[src/rtl/button_reader_pkg.sv]
// Shared types and default timing for the push-button reader.
// Defaults assume a 27 MHz system clock.
package button_reader_pkg;

    localparam int DEFAULT_DEBOUNCE_CYCLES = 270000;    // 10 ms
    localparam int DEFAULT_LONG_CYCLES     = 27000000;  // 1 s
    localparam int DEFAULT_REPEAT_CYCLES   = 5400000;   // 200 ms

    localparam int COUNT_W = 6;

    typedef enum logic [1:0] {
        IDLE         = 2'd0,
        PRESS_WAIT   = 2'd1,
        HELD         = 2'd2,
        RELEASE_WAIT = 2'd3
    } state_t;

endpackage

[src/rtl/btn_sync.sv]
// Two-flop synchronizer for the asynchronous button input.
// Resets to 1 so a reset always looks like a released (active-low) button.
module btn_sync (
    input  logic clk,
    input  logic rst,
    input  logic btn_n,
    output logic level
);

    logic meta;

    // NOTE: non-blocking assignments make the two flops a real shift chain;
    // blocking here would collapse them into a single stage.
    always_ff @(posedge clk) begin
        if (rst) begin
            meta  <= 1'b1;
            level <= 1'b1;
        end else begin
            meta  <= btn_n;
            level <= meta;
        end
    end

endmodule

[src/rtl/button_reader.sv]
// Debounced push-button reader: press/release/long-press strobes and a press counter.
// Define BUTTON_READER_AUTOREPEAT_EN to repeat press_pulse every REPEAT_CYCLES after a long press.
module button_reader
    import button_reader_pkg::*;
#(
    parameter int DEBOUNCE_CYCLES = DEFAULT_DEBOUNCE_CYCLES,
    parameter int LONG_CYCLES     = DEFAULT_LONG_CYCLES,
    parameter int REPEAT_CYCLES   = DEFAULT_REPEAT_CYCLES
) (
    input  logic               clk,
    input  logic               rst,
    input  logic               btn_n,
    output logic               pressed,
    output logic               press_pulse,
    output logic               release_pulse,
    output logic               long_pulse,
    output logic [COUNT_W-1:0] count
);

    localparam int DB_W   = $clog2(DEBOUNCE_CYCLES);
    localparam int HOLD_W = $clog2(LONG_CYCLES + 1);

    // The debounce window includes the cycle that left IDLE/HELD, hence the -2.
    localparam logic [DB_W-1:0]   DB_LAST   = DB_W'(DEBOUNCE_CYCLES - 2);
    localparam logic [HOLD_W-1:0] HOLD_LAST = HOLD_W'(LONG_CYCLES - 1);
    localparam logic [HOLD_W-1:0] HOLD_MAX  = HOLD_W'(LONG_CYCLES);

    if (DEBOUNCE_CYCLES < 2) begin : g_bad_debounce
        $error("button_reader: DEBOUNCE_CYCLES must be at least 2");
    end
    if (LONG_CYCLES <= DEBOUNCE_CYCLES) begin : g_bad_long
        $error("button_reader: LONG_CYCLES must exceed DEBOUNCE_CYCLES");
    end
    if (REPEAT_CYCLES < 2) begin : g_bad_repeat
        $error("button_reader: REPEAT_CYCLES must be at least 2");
    end

    logic              sync_level;
    logic              raw;
    state_t            state;
    logic [DB_W-1:0]   db_cnt;
    logic [HOLD_W-1:0] hold_cnt;

`ifdef BUTTON_READER_AUTOREPEAT_EN
    localparam int REP_W = $clog2(REPEAT_CYCLES);
    localparam logic [REP_W-1:0] REP_LAST = REP_W'(REPEAT_CYCLES - 1);
    logic [REP_W-1:0] rep_cnt;
`else
    // Without auto-repeat no repeat counter exists; press_pulse fires once per accepted press.
`endif

    btn_sync u_sync (
        .clk   (clk),
        .rst   (rst),
        .btn_n (btn_n),
        .level (sync_level)
    );

    assign raw = ~sync_level;

    always_ff @(posedge clk) begin
        if (rst) begin
            state         <= IDLE;
            db_cnt        <= '0;
            hold_cnt      <= '0;
            pressed       <= 1'b0;
            press_pulse   <= 1'b0;
            release_pulse <= 1'b0;
            long_pulse    <= 1'b0;
            count         <= '0;
`ifdef BUTTON_READER_AUTOREPEAT_EN
            rep_cnt       <= '0;
`endif
        end else begin
            // NOTE: strobes default low every cycle so each one lasts exactly one clock.
            press_pulse   <= 1'b0;
            release_pulse <= 1'b0;
            long_pulse    <= 1'b0;

            unique case (state)
                IDLE: begin
                    if (raw) begin
                        state  <= PRESS_WAIT;
                        db_cnt <= '0;
                    end
                end

                PRESS_WAIT: begin
                    if (!raw) begin
                        state <= IDLE;
                    end else if (db_cnt == DB_LAST) begin
                        state       <= HELD;
                        press_pulse <= 1'b1;
                        pressed     <= 1'b1;
                        count       <= count + 6'd1;
                        hold_cnt    <= '0;
`ifdef BUTTON_READER_AUTOREPEAT_EN
                        rep_cnt     <= '0;
`endif
                    end else begin
                        db_cnt <= db_cnt + 1'b1;
                    end
                end

                HELD: begin
                    if (!raw) begin
                        state  <= RELEASE_WAIT;
                        db_cnt <= '0;
                    end else begin
                        // Saturating at HOLD_MAX guarantees one long_pulse per press.
                        if (hold_cnt == HOLD_LAST) begin
                            hold_cnt   <= HOLD_MAX;
                            long_pulse <= 1'b1;
                        end else if (hold_cnt != HOLD_MAX) begin
                            hold_cnt <= hold_cnt + 1'b1;
                        end
`ifdef BUTTON_READER_AUTOREPEAT_EN
                        if (hold_cnt == HOLD_MAX) begin
                            if (rep_cnt == REP_LAST) begin
                                rep_cnt     <= '0;
                                press_pulse <= 1'b1;
                                count       <= count + 6'd1;
                            end else begin
                                rep_cnt <= rep_cnt + 1'b1;
                            end
                        end
`endif
                    end
                end

                RELEASE_WAIT: begin
                    if (raw) begin
                        state <= HELD;
                    end else if (db_cnt == DB_LAST) begin
                        state         <= IDLE;
                        release_pulse <= 1'b1;
                        pressed       <= 1'b0;
                    end else begin
                        db_cnt <= db_cnt + 1'b1;
                    end
                end

                default: state <= IDLE;
            endcase
        end
    end

endmodule

[config.mk]
export PLATFORM = sky130hd
export DESIGN_NAME = button_reader
export DESIGN_NICKNAME = d
export VERILOG_FILES = /design/src/rtl/button_reader_pkg.sv /design/src/rtl/btn_sync.sv /design/src/rtl/button_reader.sv
export SDC_FILE = /design/constraint.sdc
export NUM_CORES = 1
export LEC_CHECK = 0
export ABC_CLOCK_PERIOD_IN_PS = 2650
export BUFFER_PORTS_ARGS = -buffer_cell sky130_fd_sc_hd__buf_2
export CAP_MARGIN = 20
export CORE_MARGIN = 3
export CORE_UTILIZATION = 45
export DETAILED_ROUTE_END_ITERATION = 10
export GPL_ROUTABILITY_DRIVEN = 0
export HOLD_SLACK_MARGIN = 0.08
export PLACE_DENSITY = 0.58
export SLEW_MARGIN = 10
export SYNTH_ARGS = -nofsm -noshare
export SYNTH_HDL_FRONTEND = slang
export SYNTH_HIERARCHICAL = 1
export SYNTH_SLANG_ARGS = --single-unit
[constraint.sdc]
create_clock -name clk -period 2.65 [get_ports clk]
set_input_delay 0.53 -clock clk [delete_from_list [all_inputs] [get_ports clk]]
set_output_delay 0.53 -clock clk [all_outputs]
set_load 0.01 [all_outputs]
# After elaboration in Yosys (flattened, before gate mapping)
# Cells that the tools add are included.
# classes
add_sub_neg	3
n_eq_ne	16
muxes	26
n_bitwise	4
n_reduce_logical	11
# op_table
operator	count
25-bit two-way mux	5
19-bit two-way mux	5
19-bit case mux with 4 select lines	1
25-bit case mux with 2 select lines	1
25-bit by 1-bit adder with 25-bit output, second input constant	1
25-bit == test, second input constant	1
25-bit inequality test, second input constant	1
19-bit by 1-bit adder with 19-bit output, second input constant	1
19-bit == test, second input constant	1
2-bit two-way mux	6
2-bit inequality test, second input constant	5
5-bit AND reduction	2
3-bit OR reduction	3
2-bit case mux with 4 select lines	1
4-bit AND reduction	2
6-bit by 1-bit adder with 6-bit output, second input constant	1
1-bit two-way mux	6
3-bit inequality test, second input constant	2
2-bit == test, second input constant	2
2-bit by 1-bit inequality test with 1-bit output, second input constant	2
1-bit NOT	4
2-bit nonzero test	2
3-bit by 2-bit inequality test with 1-bit output, second input constant	1
3-bit AND reduction	1
other kinds (3)	3
# word_totals
ff_bits	58
out_inout_bits	10
elab_cells	70

# Depth between registers and ports, before layout
# Gate-level depths: netlist (run 1).
# depth
depth_word	5
mapped_depth	9
depth_no_buf	7

# Hierarchy
# The synthesis (run 1) kept the hierarchy.
# by_module_without_submodules
mod	n_inst	cells_per_inst	area_each_um2	seq_area_each_um2
button_reader	1	388	3168.0	1121.1
btn_sync	1	4	52.6	40.0

# Worst setup path before layout (run 1)
# OpenSTA, ideal clock, no wires.
# synth_path
path_type	flip-flop to flip-flop
startpoint	register db_cnt[0]
endpoint	register hold_cnt[12]
arrival_ps	1866
path_slack_ps	714
path_stages_with_launch	10
n_path_buf	2
path_cell_list	dfxtp_1 inv_1 ha_1 nor2b_1 and4_1 nand3_1 buf_2 clkbuf_1 o211ai_1 a21oi_1
# synth_via
elab_chain_len	3
# synth_lines
element	line	rtl
start: declaration	button_reader.sv:41	logic [DB_W-1:0] db_cnt;
start signal: assignment	button_reader.sv:101	db_cnt <= db_cnt + 1'b1;
start signal: assignment	button_reader.sv:139	db_cnt <= db_cnt + 1'b1;
19-bit == test	button_reader.sv:91	end else if (db_cnt == DB_LAST) begin
2-bit inequality test (no source line)	n/a	
5-bit AND reduction (no source line)	n/a	
end signal: assignment	button_reader.sv:115	hold_cnt <= hold_cnt + 1'b1;
end: declaration	button_reader.sv:42	logic [HOLD_W-1:0] hold_cnt;
# Every way passes these cells.
# A chain may end at the register's enable or synchronous reset.

# Final worst setup path (run 1)
# layout_path
startpoint	register hold_cnt[1]
endpoint	register hold_cnt[13]
# layout_via
elab_chain_len	5
# layout_lines
element	line	rtl
25-bit by 1-bit adder with 25-bit output	button_reader.sv:115	
25-bit two-way mux	button_reader.sv:114	end else if (hold_cnt != HOLD_MAX) begin
25-bit two-way mux	button_reader.sv:111	if (hold_cnt == HOLD_LAST) begin
25-bit two-way mux	button_reader.sv:106	if (!raw) begin
25-bit case mux with 2 select lines	button_reader.sv:80	unique case (state)
# Several ways; a longest one is shown, not always the timed one. The select of a mux whose other input is x is not followed.

==> metrics, run 1 <==
Max rail drop VDD 391.9 uV; non-filler cells, final 509; Primary FF master, synth dfxtp_1; Syn Inst Count 392; drt total wl 8343 um; post-synthesis area per instance 8.216 um2; post-synthesis cell type count 56; port buffer count 12; DRC 0; Crit Path Max Fanout 6; crit-path cells ha_1, nand2_1, nor4_1, nand3_1, a22o_1, a221oi_2; Hold Violations, Final 0; Worst Tran Pin Value 0.8931 ns; Die Area 0.008208 mm2; Post-Syn Nets 400; Most Crowded Layer GR met1; grt met2 use 0.2823; initial antenna violation count 0; TritonCTS Sinks 58; multi-input logic area 0.001911 mm2; Seq/Total Area, Yosys 0.3605; placed wire-length estimate 5683 um; Initial Util 0.4689; EDFF count, synth 0; fill cell count 655; Clock Root Buffer clkbuf_8; slew margin rel. 0.4018; Pwr Density 507.4 mW/mm2; GR Overflow Total 0; nets 416; Worst Path Arrival 2.60 ns; CP Class reg2reg; CP endpoint kind register; ANT nets after route 0; FMAX 0.4272 GHz; vias in the first global route 2779; final setup TNS 0 ns; Largest delay share family, worst path simple AND/OR/NAND/NOR gates; clock-pin slew on the worst setup and hold paths 0.07 ns; FF+latch count, synth 58; CTS tree done; Max Slew Vio Count 0; status finished, final reports clean; Post-CTS Repair Setup Buffers 0; Worst Path Buf+Inv 0; Setup violations, final 0; RSZ-0062 raised after global routing false; H-tree levels 3; num rows 30; clk_lat worst skew 0.34 ns; I/O pin count 13; M3 GR Usage 0.03583; Setup Skew 0.007458 ns; Sequential Area 0.001161 mm2; Final period util 0.8833; commonest cells after routing, fill and taps aside dfxtp_1, nand2_1, a21oi_1; cts repair resizes 0; Final Critical Period 2.341 ns; CP max-delay cell nor4_1; CP required 2.90 ns; Die W 90.60 um; ys async rst share 0; layout cells sized above 1 0.1235; GR met1 Demand/Resource 0.3137; Vias 3050; max_cap viols 0; placed cell count 493; commonest non-fill, non-tap cell in the layout dfxtp_1; Vias/cell 5.992; # diodes 0; Area Overhead vs Synth 12.20%; pin count of the biggest net entering global routing 29; Hold Path Class in2reg; height of the die 90.60 um; total core area 0.006869 mm2; Tot GR Track Use 0.2093; Syn Std Cell Area 0.003221 mm2; Static Leak 1.145 nW; Max stage delay on crit path 0.51 ns; wire per inst 16.39 um; Hold Buf Count CTS 0; startpoint types register; Initial DRT Pass Iterations 4; DRT iter0 DRCs 253; CTS Buf Count 9; Warnings, synthesis 6; Clock Path Buffers 2; first-pass GRT wire length 13860 um
==> synthesized netlist by cell type, types with 5 or more instances <==
cell type	instances	area (um2)
dfxtp_1	58	1161
nand2_1	30	112.6
a21oi_1	28	140.1
nand3_1	26	130.1
nor2_1	22	82.58
inv_1	16	60.06
o21ai_0	15	75.07
nand4_1	14	87.58
a31oi_1	13	81.33
or3_1	13	81.33
clkbuf_1	11	41.29
and3_1	10	62.56
nand2b_1	10	62.56
nor3_1	9	45.04
nor4_1	8	50.05
o31ai_1	7	52.55
o32ai_1	7	61.31
or4_1	6	45.04
and2_1	5	31.28
buf_2	5	25.02
ha_1	5	62.56
mux2i_1	5	50.05
==> sequential cells by signal (all words and copies together), names as in the netlist, named ones only <==
| signal | count |
|---|---|
| pressed | 1 |
| long_pulse | 1 |
| db_cnt | 19 |
| release_pulse | 1 |
| u_sync/meta | 1 |
| count | 6 |
| u_sync/level | 1 |
| state | 1 |
| hold_cnt | 25 |
| press_pulse | 1 |
==> final cells by class <==
| class | instances | share of cell area |
|---|---|---|
| Clock buffer | 11 | 0.03913 |
| Clock inverter | 5 | 0.02147 |
| Inverter | 16 | 0.01662 |
| Multi-Input combinational cell | 300 | 0.5287 |
| Sequential cell | 58 | 0.3213 |
| Tap cell | 96 | 0.03324 |
| Timing Repair Buffer | 23 | 0.03947 |
==> logic make-up after synthesis <==
family,count (synthesis),synth area share
fa+ha+maj,5,0.01943
simple gates,178,0.3139
buf+inv,34,0.04623
compound gates,106,0.2257
xor+xnor,6,0.01865
mux,5,0.01554
flops,58,0.3605
==> worst register-to-register path: cells and delay by family (launching register included) <==
family	cells	cell delay, ns
flip-flops	1	0.39
AND/OR/NAND/NOR	3	1.06
AO/OA/AOI/OAI	2	0.50
adder cells (fa/ha/maj)	1	0.30
==> metrics by stage <==
| step | setup WS, ns | utilization | area, um2 | hold slack, ns | total power [mW] |
|---|---|---|---|---|---|
| after floorplan | 0.7135 | - | 3221 | 0.3854 | 0.9214 |
| after global placement | 0.4896 | 0.4942 | 3395 | 0.4072 | 0.9340 |
| after detailed placement | 0.4495 | 0.4942 | 3395 | 0.4131 | 0.9338 |
| after CTS | 0.4175 | 0.5260 | 3613 | 0.3595 | 1.849 |
| after global routing | 0.1471 | 0.5260 | 3613 | 0.3727 | 1.894 |
| final | 0.3092 | 0.5260 | 3613 | 0.3673 | 1.833 |
==> report_power, final <==
group / total, mW / switching, mW / leakage [nW] / internal [mW]
registers: 0.876 / 0.00312 / 0.467 / 0.873
logic: 0.0378 / 0.0272 / 0.568 / 0.0106
clock network: 0.919 / 0.367 / 0.109 / 0.552
total: 1.83 / 0.398 / 1.15 / 1.44
==> final timing paths <==
check | endpoint | depth (start not counted) | slack, ns | startpoint
max | hold_cnt[13] | 6 | 0.31 | hold_cnt[1]
min | u_sync/meta | 2 | 0.37 | btn_n
max reg2reg | hold_cnt[13] | 6 | 0.31 | hold_cnt[1]
min reg2reg | u_sync/level | 1 | 0.43 | u_sync/meta
==> per-layer routing <==
metal,wire length (um),vias to the layer above
li1,-,1533
met2,3429,89
met1,4363,1416
met5,0,-
met4,164,0
met3,386,12
Power figures use the tool's default switching activity.
==> inputs of run 2 (changes only) <==
ABC_CLOCK_PERIOD_IN_PS = 2400   (was 2650)
clock period = 2.4 ns   (was 2.65 ns; I/O delays follow)
==> run 2 against run 1 <==
Cell count rose by 1.4%. Worst setup slack worse by 0.086 ns. Register-to-register slack worse by 0.09 ns. Fmax rose by 7.5%. Total power increased by 10%. Clock skew is 0.00097 ns higher. Clock power rose by 9%. Highest routed layer unchanged. First-iteration DRC count shrank 5.5%. Die area is the same.
==> metrics, run 2 (synthesis gave the netlist of run 1 again) <==
Crit Path Max Fanout 12; hold path depth 2; Hold Violations, Final 0; clock-pin slew on the worst setup and hold paths 0.07 ns; Setup Skew 0.008432 ns; Hold Path Class in2reg; Worst Reg-to-Reg Cells 6; crit-path cells or4b_1, nor3_4, a31o_2, buf_4, o311ai_0, a21oi_1; CP Class reg2reg; drt total wl 8406 um; Max stage delay on crit path 0.59 ns; DRC 0; RSZ-0062 raised after global routing false; max reg flops 25; Final Critical Period 2.177 ns; first-pass GRT wire length 14280 um; Post-CTS Repair Setup Buffers 0; GR Overflow Total 0; Hold EP u_sync/meta; Area Overhead vs Synth 14.80%; Initial DRT Pass Iterations 4; CP required 2.66 ns; port buffer count 12; fill cell count 647; CTS tree done; slew margin rel. 0.4449; Clock Path Buffers 2; num rows 30; total core area 0.006869 mm2; RR Endpoint hold_cnt[14]; Clock Root Buffer clkbuf_8; Die W 90.60 um; vias in the first global route 2885; H-tree levels 3; Initial Util 0.4689; placed wire-length estimate 5882 um; Tot GR Track Use 0.2127; Vias/cell 6.118; height of the die 90.60 um; max_cap viols 0; Pwr Density 545.4 mW/mm2; Worst Path Arrival 2.44 ns; r2r setup slk 0.22 ns; status finished, final reports clean; I/O pin count 13; layout cells sized above 1 0.1405; clk_lat worst skew 0.33 ns; CTS Buf Count 9; nets 423; Hold Buf Count CTS 0; Die Area 0.008208 mm2; Max Slew Vio Count 0; Static Leak 1.191 nW; Final period util 0.9070; Worst Tran Pin Value 0.8288 ns; Max rail drop VDD 394.9 uV; Setup violations, final 0; TritonCTS Sinks 58; FF-to-FF Start hold_cnt[8]; commonest non-fill, non-tap cell in the layout dfxtp_1; Hold Crit Start btn_n; pin count of the biggest net entering global routing 35; CP max-delay cell or4b_1; Vias 3157; CP endpoint kind register; ANT nets after route 0; non-filler cells, final 516; # diodes 0; wire per inst 16.29 um; placed cell count 500; DRT iter0 DRCs 239; Largest regs hold_cnt x25, db_cnt x19, count x6; startpoint types register; final setup TNS 0 ns; largest register by flop count hold_cnt; FMAX 0.4594 GHz; initial antenna violation count 0; commonest cells after routing, fill and taps aside dfxtp_1, nand2_1, a21oi_1
run 2: cell count changes in the layout (fill, tap and decap cells not counted):
cell,change
buf_12,+2
nor4_2,+1
buf_4,+5
nor4_1,-1
run 2: layout make-up:
class / count / area (um2) / area share
Clock buffer: 11 / 141.4 / 0.03824
Clock inverter: 5 / 77.57 / 0.02098
Inverter: 16 / 60.06 / 0.01624
Multi-Input combinational cell: 300 / 1917 / 0.5184
Sequential cell: 58 / 1161 / 0.3140
Tap cell: 96 / 120.1 / 0.03249
Timing Repair Buffer: 30 / 220.2 / 0.05956
run 2: worst max path at each step:
| stage | startpoint | end | depth (start not counted) |
|---|---|---|---|
| after detailed placement | hold_cnt[5] | hold_cnt[13] | 5 |
| after CTS | hold_cnt[5] | hold_cnt[13] | 5 |
| after global placement | hold_cnt[5] | hold_cnt[13] | 5 |
| after floorplan | db_cnt[0] | hold_cnt[12] | 9 |
| after global routing | hold_cnt[8] | hold_cnt[14] | 6 |
| final | hold_cnt[8] | hold_cnt[14] | 6 |
run 2: metrics by stage:
| step | hold WS, ns | worst slack (ns) | utilization | area (um2) | power, mW |
|---|---|---|---|---|---|
| finish | 0.3342 | 0.2231 | 0.5383 | 3697 | 2.017 |
| global route | 0.3087 | 0.08710 | 0.5383 | 3697 | 2.095 |
| CTS | 0.3182 | 0.2050 | 0.5373 | 3691 | 2.035 |
| detailed placement | 0.3950 | 0.2184 | 0.5055 | 3472 | 1.033 |
| global placement | 0.3981 | 0.2835 | 0.5055 | 3472 | 1.033 |
| floorplan | 0.3854 | 0.4635 | - | 3221 | 1.017 |
run 2: power by group:
part / switching, mW / internal [mW] / total (mW) / leakage (nW)
clock network: 0.395 / 0.610 / 1.00 / 0.109
registers: 0.00336 / 0.964 / 0.968 / 0.467
logic: 0.0306 / 0.0138 / 0.0444 / 0.614
total: 0.429 / 1.59 / 2.02 / 1.19
run 2: critical path: cells and delay by family, from the launching register on:
| family | cells | cell delay, ns |
|---|---|---|
| AOI/OAI and AO/OA | 3 | 0.67 |
| buffers and inverters | 1 | 0.25 |
| DFF | 1 | 0.37 |
| and+or+nand+nor | 2 | 0.82 |
run 2: timing repair:
item                                   in CTS  in global routing
setup endpoints to repair                   0                  1
resized for setup                           0                  1
endpoints found under the hold margin       0                  0
run 2: metal layers:
layer,track usage,vias up,share of wire
li1,-,1547,-
met1,0.3102,1491,0.49
met3,0.05667,9,0.071
met5,0,-,0
met4,0.08418,0,0.0089
met2,0.2940,110,0.43
==> inputs of run 3 (changes only) <==
RECOVER_POWER = 25   (was default)
==> run 3 against run 2 <==
Total power about the same. Fmax down 0.91%. Clock skew about the same. Utilization down 0.53 points. First-iteration DRC count down 3.8%. Non-clock buffer count unchanged. Global-route usage unchanged. Critical path type unchanged. Critical endpoint unchanged.
==> metrics, run 3 (synthesis gave the netlist of run 1 again) <==
CP endpoint kind register; height of the die 90.60 um; ANT nets after route 0; commonest cells after routing, fill and taps aside dfxtp_1, nand2_1, a21oi_1; startpoint types register; status finished, final reports clean; Post-CTS Repair Setup Buffers 0; Setup violations, final 0; CTS tree done; drt total wl 8404 um; non-filler cells, final 516; Vias 3141; max reg flops 25; largest register by flop count hold_cnt; Setup Skew 0.008321 ns; Sequential Area 0.001161 mm2; layout cells sized above 1 0.1095; Hold Path Class in2reg; clock-pin slew on the worst setup and hold paths 0.07 ns; Initial Util 0.4689; Die W 90.60 um; Worst Tran Pin Value 0.8309 ns; multi-input logic area 0.001917 mm2; max_cap viols 0; Die Area 0.008208 mm2; placed wire-length estimate 5882 um; Vias/cell 6.087; Hold Violations, Final 0; CTS Buf Count 9; Clock Root Buffer clkbuf_8; Area Overhead vs Synth 13.68%; Final period util 0.9153; crit-path cells or4b_1, nor3_4, a31o_2, buf_4, o311ai_0, a21oi_1; DRC 0; vias in the first global route 2885; Initial DRT Pass Iterations 5; TritonCTS Sinks 58; commonest non-fill, non-tap cell in the layout dfxtp_1; setup ws final 0.2032 ns; RSZ-0062 raised after global routing false; wire per inst 16.29 um; DRT iter0 DRCs 230; pin count of the biggest net entering global routing 35; I/O pin count 13; GR Overflow Total 0; FMAX 0.4552 GHz; Max stage delay on crit path 0.59 ns; Max Slew Vio Count 0; Crit Path Max Fanout 12; pre-CTS setup slack 0.2184 ns; port buffer count 12; Final Critical Period 2.197 ns; Static Leak 1.131 nW; H-tree levels 3; overall power 2.018 mW; placed cell count 500; nets 423; num rows 30; # diodes 0; Worst Path Arrival 2.45 ns; CP Class reg2reg; Largest regs hold_cnt x25, db_cnt x19, count x6; Pwr Density 551.3 mW/mm2; first-pass GRT wire length 14280 um; slew margin rel. 0.4435; clk_lat worst skew 0.34 ns; CP required 2.65 ns; CP max-delay cell or4b_1; Max rail drop VDD 393.9 uV; Tot GR Track Use 0.2127; Clock Path Buffers 2; total core area 0.006869 mm2; initial antenna violation count 0; fill cell count 661; final setup TNS 0 ns
-- run 3: stage by stage --
step	util	cell area, um2	hold WS (ns)
after global placement	0.5055	3472	0.3981
after detailed placement	0.5055	3472	0.3950
final	0.5330	3661	0.3318
after CTS	0.5373	3691	0.3182
after floorplan	-	3221	0.3854
after global routing	0.5330	3661	0.3087
-- run 3: metal layers --
| metal | wire, um | global-route usage | up-vias |
|---|---|---|---|
| met4 | 106 | 0.08418 | 0 |
| met1 | 4158 | 0.3102 | 1478 |
| met5 | 0 | 0 | - |
| met3 | 566 | 0.05667 | 10 |
| met2 | 3573 | 0.2940 | 108 |
| li1 | - | - | 1545 |
-- run 3: cell type report --
class	count	share of cell area
inverters	16	0.01640
flip-flops and latches	58	0.3172
well taps	96	0.03281
multi-input cells	300	0.5236
clock buffers	11	0.03862
clock inverters	5	0.02119
repair buffers	30	0.05024
-- run 3: where the power goes --
part           switching, mW  internal (mW)
Combinational         0.0299         0.0109
Clock                  0.400          0.610
Sequential           0.00332          0.964
-- run 3: worst paths after layout --
check / from / to / slack (ns) / cells after the start
max: hold_cnt[8] / hold_cnt[14] / 0.20 / 6
min: btn_n / u_sync/meta / 0.33 / 2
max reg2reg: hold_cnt[8] / hold_cnt[14] / 0.20 / 6
min reg2reg: u_sync/meta / u_sync/level / 0.41 / 1
-- run 3: timing repair --
action                     4_1_cts  5_1_grt
hold buffers                     0        0
setup endpoints to repair        0        1
gates resized for setup          0        1
-- run 3: worst max-delay path: cells and delay by family, from the launching register on --
family	cells	cell delay [ns]
DFF	1	0.37
and+or+nand+nor	2	0.82
AOI/OAI and AO/OA	3	0.67
buffers and inverters	1	0.25
